`src/rtl/uart_pkg.sv`:
```
// Shared UART receiver types and constants: FSM state encoding, default bit period,
// and the ASCII keys that the pattern generator decodes.
package uart_pkg;

  localparam int unsigned ClksPerBitDefault = 217;

  localparam logic [7:0] KEY_1 = 8'h31;
  localparam logic [7:0] KEY_2 = 8'h32;
  localparam logic [7:0] KEY_3 = 8'h33;

  typedef enum logic [2:0] {
    StIdle,
    StStart,
    StData,
    StStop,
    StCleanup,
    StBreakWait
  } uart_state_e;

endpackage

```
`src/rtl/sync_2ff.sv`:
```
// Two-flop synchronizer for a single asynchronous input, with a selectable reset value.
module sync_2ff #(
  parameter logic ResetVal = 1'b1
) (
  input  logic clk_i,
  input  logic rst_i,
  input  logic d_i,
  output logic q_o
);

  logic meta_q;
  logic sync_q;

  always_ff @(posedge clk_i) begin
    if (rst_i) begin
      meta_q <= ResetVal;
      sync_q <= ResetVal;
    end else begin
      meta_q <= d_i;
      sync_q <= meta_q;
    end
  end

  assign q_o = sync_q;

endmodule

```
`src/rtl/uart_keystroke_rx.sv`:
```
// 8N1 UART receiver: holds the last correctly framed byte on Keystroke and emits
// single-cycle strobes for good bytes and framing errors.
module uart_keystroke_rx
  import uart_pkg::*;
#(
  parameter int unsigned CLKS_PER_BIT = ClksPerBitDefault
) (
  input  logic       CLK,
  input  logic       RST,
  input  logic       RX_Serial,
  output logic [7:0] Keystroke,
  output logic       RX_DV,
  output logic       Frame_Error
);

  localparam int unsigned CntW = $clog2(CLKS_PER_BIT);
  localparam int unsigned Half = CLKS_PER_BIT / 2;
  localparam logic [CntW-1:0] HalfLast = CntW'(Half - 1);
  localparam logic [CntW-1:0] BitLast  = CntW'(CLKS_PER_BIT - 1);

  logic rx_s;

  uart_state_e     state_q, state_d;
  logic [CntW-1:0] cnt_q, cnt_d;
  logic [2:0]      idx_q, idx_d;
  logic [7:0]      shift_q, shift_d;
  logic [7:0]      key_q, key_d;
  logic            dv_q, dv_d;
  logic            fe_q, fe_d;

  sync_2ff #(
    .ResetVal(1'b1)
  ) u_rx_sync (
    .clk_i(CLK),
    .rst_i(RST),
    .d_i  (RX_Serial),
    .q_o  (rx_s)
  );

  always_ff @(posedge CLK) begin
    if (RST) begin
      state_q <= StIdle;
      cnt_q   <= '0;
      idx_q   <= '0;
      shift_q <= '0;
      key_q   <= '0;
      dv_q    <= 1'b0;
      fe_q    <= 1'b0;
    end else begin
      state_q <= state_d;
      cnt_q   <= cnt_d;
      idx_q   <= idx_d;
      shift_q <= shift_d;
      key_q   <= key_d;
      dv_q    <= dv_d;
      fe_q    <= fe_d;
    end
  end

  always_comb begin
    state_d = state_q;
    unique case (state_q)
      StIdle: begin
        if (!rx_s) state_d = StStart;
      end
      StStart: begin
        // Start bit must still be low at its centre, otherwise it was a glitch.
        if (cnt_q == HalfLast) state_d = rx_s ? StIdle : StData;
      end
      StData: begin
        if (cnt_q == BitLast && idx_q == 3'd7) state_d = StStop;
      end
      StStop: begin
        if (cnt_q == BitLast) state_d = rx_s ? StCleanup : StBreakWait;
      end
      StCleanup: begin
        state_d = StIdle;
      end
      StBreakWait: begin
        if (rx_s) state_d = StIdle;
      end
      default: state_d = StIdle;
    endcase
  end

  always_comb begin
    cnt_d   = cnt_q;
    idx_d   = idx_q;
    shift_d = shift_q;
    key_d   = key_q;
    dv_d    = 1'b0;
    fe_d    = 1'b0;
    unique case (state_q)
      StIdle: begin
        cnt_d = '0;
        idx_d = '0;
      end
      StStart: begin
        if (cnt_q == HalfLast) begin
          cnt_d = '0;
          idx_d = '0;
        end else begin
          cnt_d = cnt_q + CntW'(1);
        end
      end
      StData: begin
        if (cnt_q == BitLast) begin
          shift_d[idx_q] = rx_s;
          cnt_d          = '0;
          idx_d          = idx_q + 3'd1;
        end else begin
          cnt_d = cnt_q + CntW'(1);
        end
      end
      StStop: begin
        if (cnt_q == BitLast) begin
          cnt_d = '0;
          if (rx_s) begin
            key_d = shift_q;
            dv_d  = 1'b1;
          end else begin
            fe_d = 1'b1;
          end
        end else begin
          cnt_d = cnt_q + CntW'(1);
        end
      end
      StCleanup, StBreakWait: begin
        cnt_d = '0;
      end
      default: begin
        cnt_d = '0;
      end
    endcase
  end

  assign Keystroke   = key_q;
  assign RX_DV       = dv_q;
  assign Frame_Error = fe_q;

endmodule
```
`config.mk`:
```
export PLATFORM = sky130hd
export DESIGN_NAME = uart_keystroke_rx
export DESIGN_NICKNAME = d
export VERILOG_FILES = /design/src/rtl/uart_pkg.sv /design/src/rtl/sync_2ff.sv /design/src/rtl/uart_keystroke_rx.sv
export SDC_FILE = /design/constraint.sdc
export NUM_CORES = 1
export LEC_CHECK = 0
export CAP_MARGIN = 40
export CORE_MARGIN = 8
export CORE_UTILIZATION = 45
export CTS_BUF_LIST = sky130_fd_sc_hd__clkbuf_4 sky130_fd_sc_hd__clkbuf_8 sky130_fd_sc_hd__clkbuf_16
export CTS_CLUSTER_DIAMETER = 120
export DETAILED_ROUTE_END_ITERATION = 10
export GPL_ROUTABILITY_DRIVEN = 1
export GPL_TIMING_DRIVEN = 0
export HOLD_SLACK_MARGIN = 0.1
export RECOVER_POWER = 25
export SKIP_CTS_REPAIR_TIMING = 1
export SYNTH_ARGS = -nofsm -noshare
export SYNTH_HDL_FRONTEND = slang
export SYNTH_SLANG_ARGS = --single-unit
```
`constraint.sdc`:
```
create_clock -name CLK -period 4.3 [get_ports CLK]
set_input_delay 0.43 -clock CLK [delete_from_list [all_inputs] [get_ports CLK]]
set_output_delay 0.43 -clock CLK [all_outputs]
set_load 0.005 [all_outputs]
```
# Yosys cells after proc, flatten, opt, wreduce, memory -nomap -nowiden
# Cells that the tools add are included.
# totals
regBits	34
in_bits	3
output_inout_bits	10
wordCells	57
# classes
add_sub_neg	2
magnitude_cmp	2
n_eq_ne	13
n_mux	19
bitwise_logic	2
n_reduce_logical	10
# ops
op	n
$mux 3	7
$mux 8	2
$pmux 8 s2	1
$pmux 3 s5	1
$ne 2x2->1 const B	5
$pmux 3 s3	1
$add 8x1->8 const B	1
$bwmux 8	1
$eq 8x7->1 const B	1
$eq 8x8->1 const B	1
$eq 3x2->1 const B	2
$eq 3x3->1 const B	2
$reduce_and 3->1	2
$reduce_and 5->1	1
$lt 3x4->1 const B	1
$mux 1	4
$add 3x1->3 const B	1
$demux 1 s3	1
$eq 3x1->1 const B	1
$ge 3x1->1 const B	1
$logic_not 3->1	1
$reduce_bool 3->1	1
$reduce_or 3->1	1
$logic_and 1x1->1	2
5 further kinds	6

# Logic depth before layout (Yosys ltp)
# logic_depth
ltp_word	5
depth_mapped	8
depth_no_buf	7

# Modules after synthesis
# From an unflattened synthesis, not the netlist that was laid out.
# unflattened
hier_cells	159
hier_area_um2	1508.9
# modules_own_cells
module	instances	cells_per_inst	area_each_um2	seq_area_each_um2
uart_keystroke_rx	1	155	1456.4	640.6
sync_2ff	1	4	52.6	40.0

# Least setup slack after synthesis
# No wires, ideal clock.
# synth_path
path_kind	register to register
from	reg cnt_q[0]
to	reg shift_q[3]
setup_ns	0.128
arrival_ns	1.437
t_required_ns	4.172
setup_slack_ns	2.735
stages_incl_launch_ff	9
path_buffers	1
period_less_slack_ns	1.565
path_cell_list	dfxtp_1 -> inv_1 -> ha_1 -> nand4b_4 -> nor4_4 -> buf_6 -> nand4b_1 -> mux2i_1 -> nor2_1
# synth_via
elab_chain_cells	2
# synth_rtl
element	line	rtl
start, declared	uart_keystroke_rx.sv:24	logic [CntW-1:0] cnt_q, cnt_d;
start signal, assigned	uart_keystroke_rx.sv:51	cnt_q <= cnt_d;
$eq 8x8->1	uart_keystroke_rx.sv:107	if (cnt_q == BitLast) begin
$reduce_and 2->1 (no line)	--	
end signal, assigned	uart_keystroke_rx.sv:53	shift_q <= shift_d;
end, declared	uart_keystroke_rx.sv:26	logic [7:0] shift_q, shift_d;
# Every way passes these cells.
# A chain may end at the register's enable or synchronous reset.

# Worst setup path after layout
# layout_path
from	reg cnt_q[0]
to	reg key_q[4], in the netlist Keystroke[4]
# layout_via
elab_chain_cells	2
# layout_rtl
element	line	rtl
$eq 8x8->1	uart_keystroke_rx.sv:116	if (cnt_q == BitLast) begin
$reduce_and 3->1 (no line)	--	
end signal, assigned	uart_keystroke_rx.sv:54	key_q <= key_d;
end, declared	uart_keystroke_rx.sv:27	logic [7:0] key_q, key_d;
# Every way passes these cells.

==> results.sh <==
export IMPL_status="finished, final reports clean"
export IMPL_dp_slack_ns=2.55
export IMPL_synthToLayoutAreaGrowth_pct=13.7
export IMPL_cp_cell_sequence="inv_1, ha_1, nand4b_1, nor2_1, nand4_4, mux2i_1, nor2_1"
export IMPL_synth_top_cell_by_area="dfxtp_1"
export IMPL_diodes=0
export IMPL_cts_buffer_depth=2
export IMPL_die_h_um=74.1
export IMPL_clock_sinks=34
export IMPL_worstPathArrival_ns=2.19
export IMPL_finalClockSkew_ns=0.0101
export IMPL_wl_um=2760
export IMPL_start_kind="flop"
export IMPL_slew_headroom=0.638
export IMPL_slowest_stage="nor2_1"
export IMPL_io_buffers=11
export IMPL_dpl_cell_count=213
export IMPL_globalplace_congestion=0.765
export IMPL_drive_gt1_frac=0.103
export IMPL_cts_made_buffers=5
export IMPL_synth_common_cells="34 x dfxtp_1, 33 x nor2_1, 16 x mux2i_1, 6 x nand2_1"
export IMPL_ys_flop_type="dfxtp_1"
export IMPL_grt_overflow=0
export IMPL_clk_latency_ns=0.34
export IMPL_netlist_area_um2=1520
export IMPL_clkTransAtPathRegs_ns=0.11
export IMPL_vias_per_cell=5.09
export IMPL_max_freq_mhz=505
export IMPL_vdd_drop_max_v=0.000209
export IMPL_hold_viol=0
export IMPL_tritoncts="built"
export IMPL_hpwl_um=1940
export IMPL_vias=1125
export IMPL_hold_path_class="reg2reg"
export IMPL_cp_top_family="simple AND/OR/NAND/NOR gates"
export IMPL_p_per_area_nw_per_um2=305
export IMPL_p_leak_nw=0.744
export IMPL_avgRoutedWirePerCell_um=12.5
export IMPL_fin_crit_ns=1.98
export IMPL_yosys_area_top_type_share=0.447
export IMPL_clockPowerShare=0.367
export IMPL_tightest_slew_ns=0.542
export IMPL_grt_max_degree=11
export IMPL_path_class="reg2reg"
export IMPL_synth_edf_count=0
export IMPL_p_sw_w=0.000120
export IMPL_finalCritPeriodShare=0.460
export IMPL_synth_seq_cells=34
export IMPL_grt_pass1_vias=1138
export IMPL_p_seq_frac=0.601
export IMPL_critPathBufInv=1
export IMPL_synth_async_reset_ratio=0
export IMPL_syn_inst=156
export IMPL_setup_violations=0
export IMPL_core_area_um2=3280
export IMPL_synth_top_cells_by_area="dfxtp_1 45%, mux2i_1 11%, nor2_1 8.1%, ha_1 3.3%, xnor2_1 2.9%"
export IMPL_crit_required_ns=4.51
export IMPL_avgSynthCellArea_um2=9.75
export IMPL_drt_pass1_iter_count=4
export IMPL_h_tree_depth=2
export IMPL_start_util=0.463
export IMPL_drv_slew=0
export IMPL_grt_setup_unrepaired="false"
export IMPL_yosysWarnings=0
export IMPL_synth_fp_nets=163
export IMPL_root_buffer="clkbuf_4"
export IMPL_cap_violations=0
export IMPL_antenna_left=0
export IMPL_ys_types=37
export IMPL_cp_end_kind="flop"
export IMPL_fin_cells=221
export IMPL_nNetsFinal=181
export IMPL_drc=0
export IMPL_grtUsageTotal=0.118
export IMPL_dieArea_um2=5500
export IMPL_netSwitchingFraction=0.228
export IMPL_drt_iter0_drc=53
export IMPL_io_pins=13
export IMPL_p_int_w=0.000408
export IMPL_cp_common_cell="nor2_1"
export IMPL_combPwrFrac=0.032
export IMPL_critPathMaxStageDelay_ns=0.48
export IMPL_synth_most_common_cell="dfxtp_1"
export IMPL_tns_ns=0
export IMPL_finalWorstSetupSlack_ns=2.32
export IMPL_yosysSeqAreaShare=0.447
export IMPL_antenna_found_initial=0
export IMPL_grt_pass1_wl_um=4940
export IMPL_dieWidth_um=74.1
export IMPL_worstPathMaxFanout=8
export IMPL_num_rows=21
export IMPL_whs_ns=0.425
## layer usage
layer  part of all wire  wire length [um]  track usage
met1               0.48              1330        0.136
met2               0.45              1230        0.183
met3              0.043               119       0.0337
met4              0.028                76       0.0887
met5                  0                 0            0
## path summary, 6_finish.rpt
kind,start,end,slack (ns),cells after the start
worst max-delay path,cnt_q[0]$_SDFF_PP0_,Keystroke[4]$_SDFFE_PP0P_,2.32,7
worst min-delay path,u_rx_sync.meta_q$_SDFF_PP1_,u_rx_sync.q_o$_SDFF_PP1_,0.42,1
worst max register to register,cnt_q[0]$_SDFF_PP0_,Keystroke[4]$_SDFFE_PP0P_,2.32,7
worst min register to register,u_rx_sync.meta_q$_SDFF_PP1_,u_rx_sync.q_o$_SDFF_PP1_,0.42,1
## placed cells by master (no fill, tap or decap), types with 3 or more instances in the layout
cell and instances:
clkbuf_1 5, dfxtp_1 34, xnor2_1 5, dlygate4sd3_1 6, nand3_1 4, mux2i_1 16
ha_1 4, nand4b_1 4, a21oi_1 4, clkbuf_4 6, clkdlybuf4s50_1 5, nor2_1 34
nand2b_1 3, inv_1 3, nand2_1 6
## stage by stage
stage | total power [W] | util | area (um2)
after global routing | 0.000550 | 0.527 | 1730
after floorplan | 0.000338 | - | 1520
after global placement | 0.000342 | 0.514 | 1690
after detailed placement | 0.000342 | 0.514 | 1690
final | 0.000528 | 0.527 | 1730
after CTS | 0.000536 | 0.534 | 1750
## cell families after synthesis
logic type / share of synthesized area
AND/OR/NAND/NOR: 0.273
flip-flops: 0.447
multiplexers: 0.105
AO/OA/AOI/OAI: 0.0625
buffers and inverters: 0.0387
XOR/XNOR: 0.0403
adder cells (fa/ha/maj): 0.0329
## cell type report
| type | instances | area (um2) |
|---|---|---|
| flip-flops and latches | 34 | 681 |
| repair buffers | 11 | 110 |
| inverters | 3 | 11.3 |
| multi-input cells | 110 | 759 |
| well taps | 46 | 57.6 |
| clock inverters | 1 | 5.00 |
| clock buffers | 7 | 58.8 |
| plain buffers | 9 | 47.5 |
| fillers | 313 | 1550 |
## registers in the layout, indices dropped and copies added, names as in the netlist
signal            cells
cnt_q                 8
idx_q                 3
state_q               3
RX_DV                 1
Frame_Error           1
shift_q               8
Keystroke             8
u_rx_sync.meta_q      1
u_rx_sync.q_o         1
## power by group through the flow
stage          clock network [W]  registers (W)   logic, W
3_3_place_gp                   0       0.000325  0.0000170
4_1_cts                 0.000201       0.000318  0.0000176
6_report                0.000194       0.000318  0.0000168
2_1_floorplan                  0       0.000325  0.0000130
3_5_place_dp                   0       0.000325  0.0000175
5_1_grt                 0.000212       0.000318  0.0000192
## worst reg2reg max path, stage by stage (launching register included)
cell      delay, ns
dfxtp_1        0.35
inv_1          0.08
ha_1           0.15
nand4b_1       0.20
nor2_1         0.48
nand4_4        0.31
mux2i_1        0.22
nor2_1         0.06
Note: power is estimated with default switching activity, not from simulation.
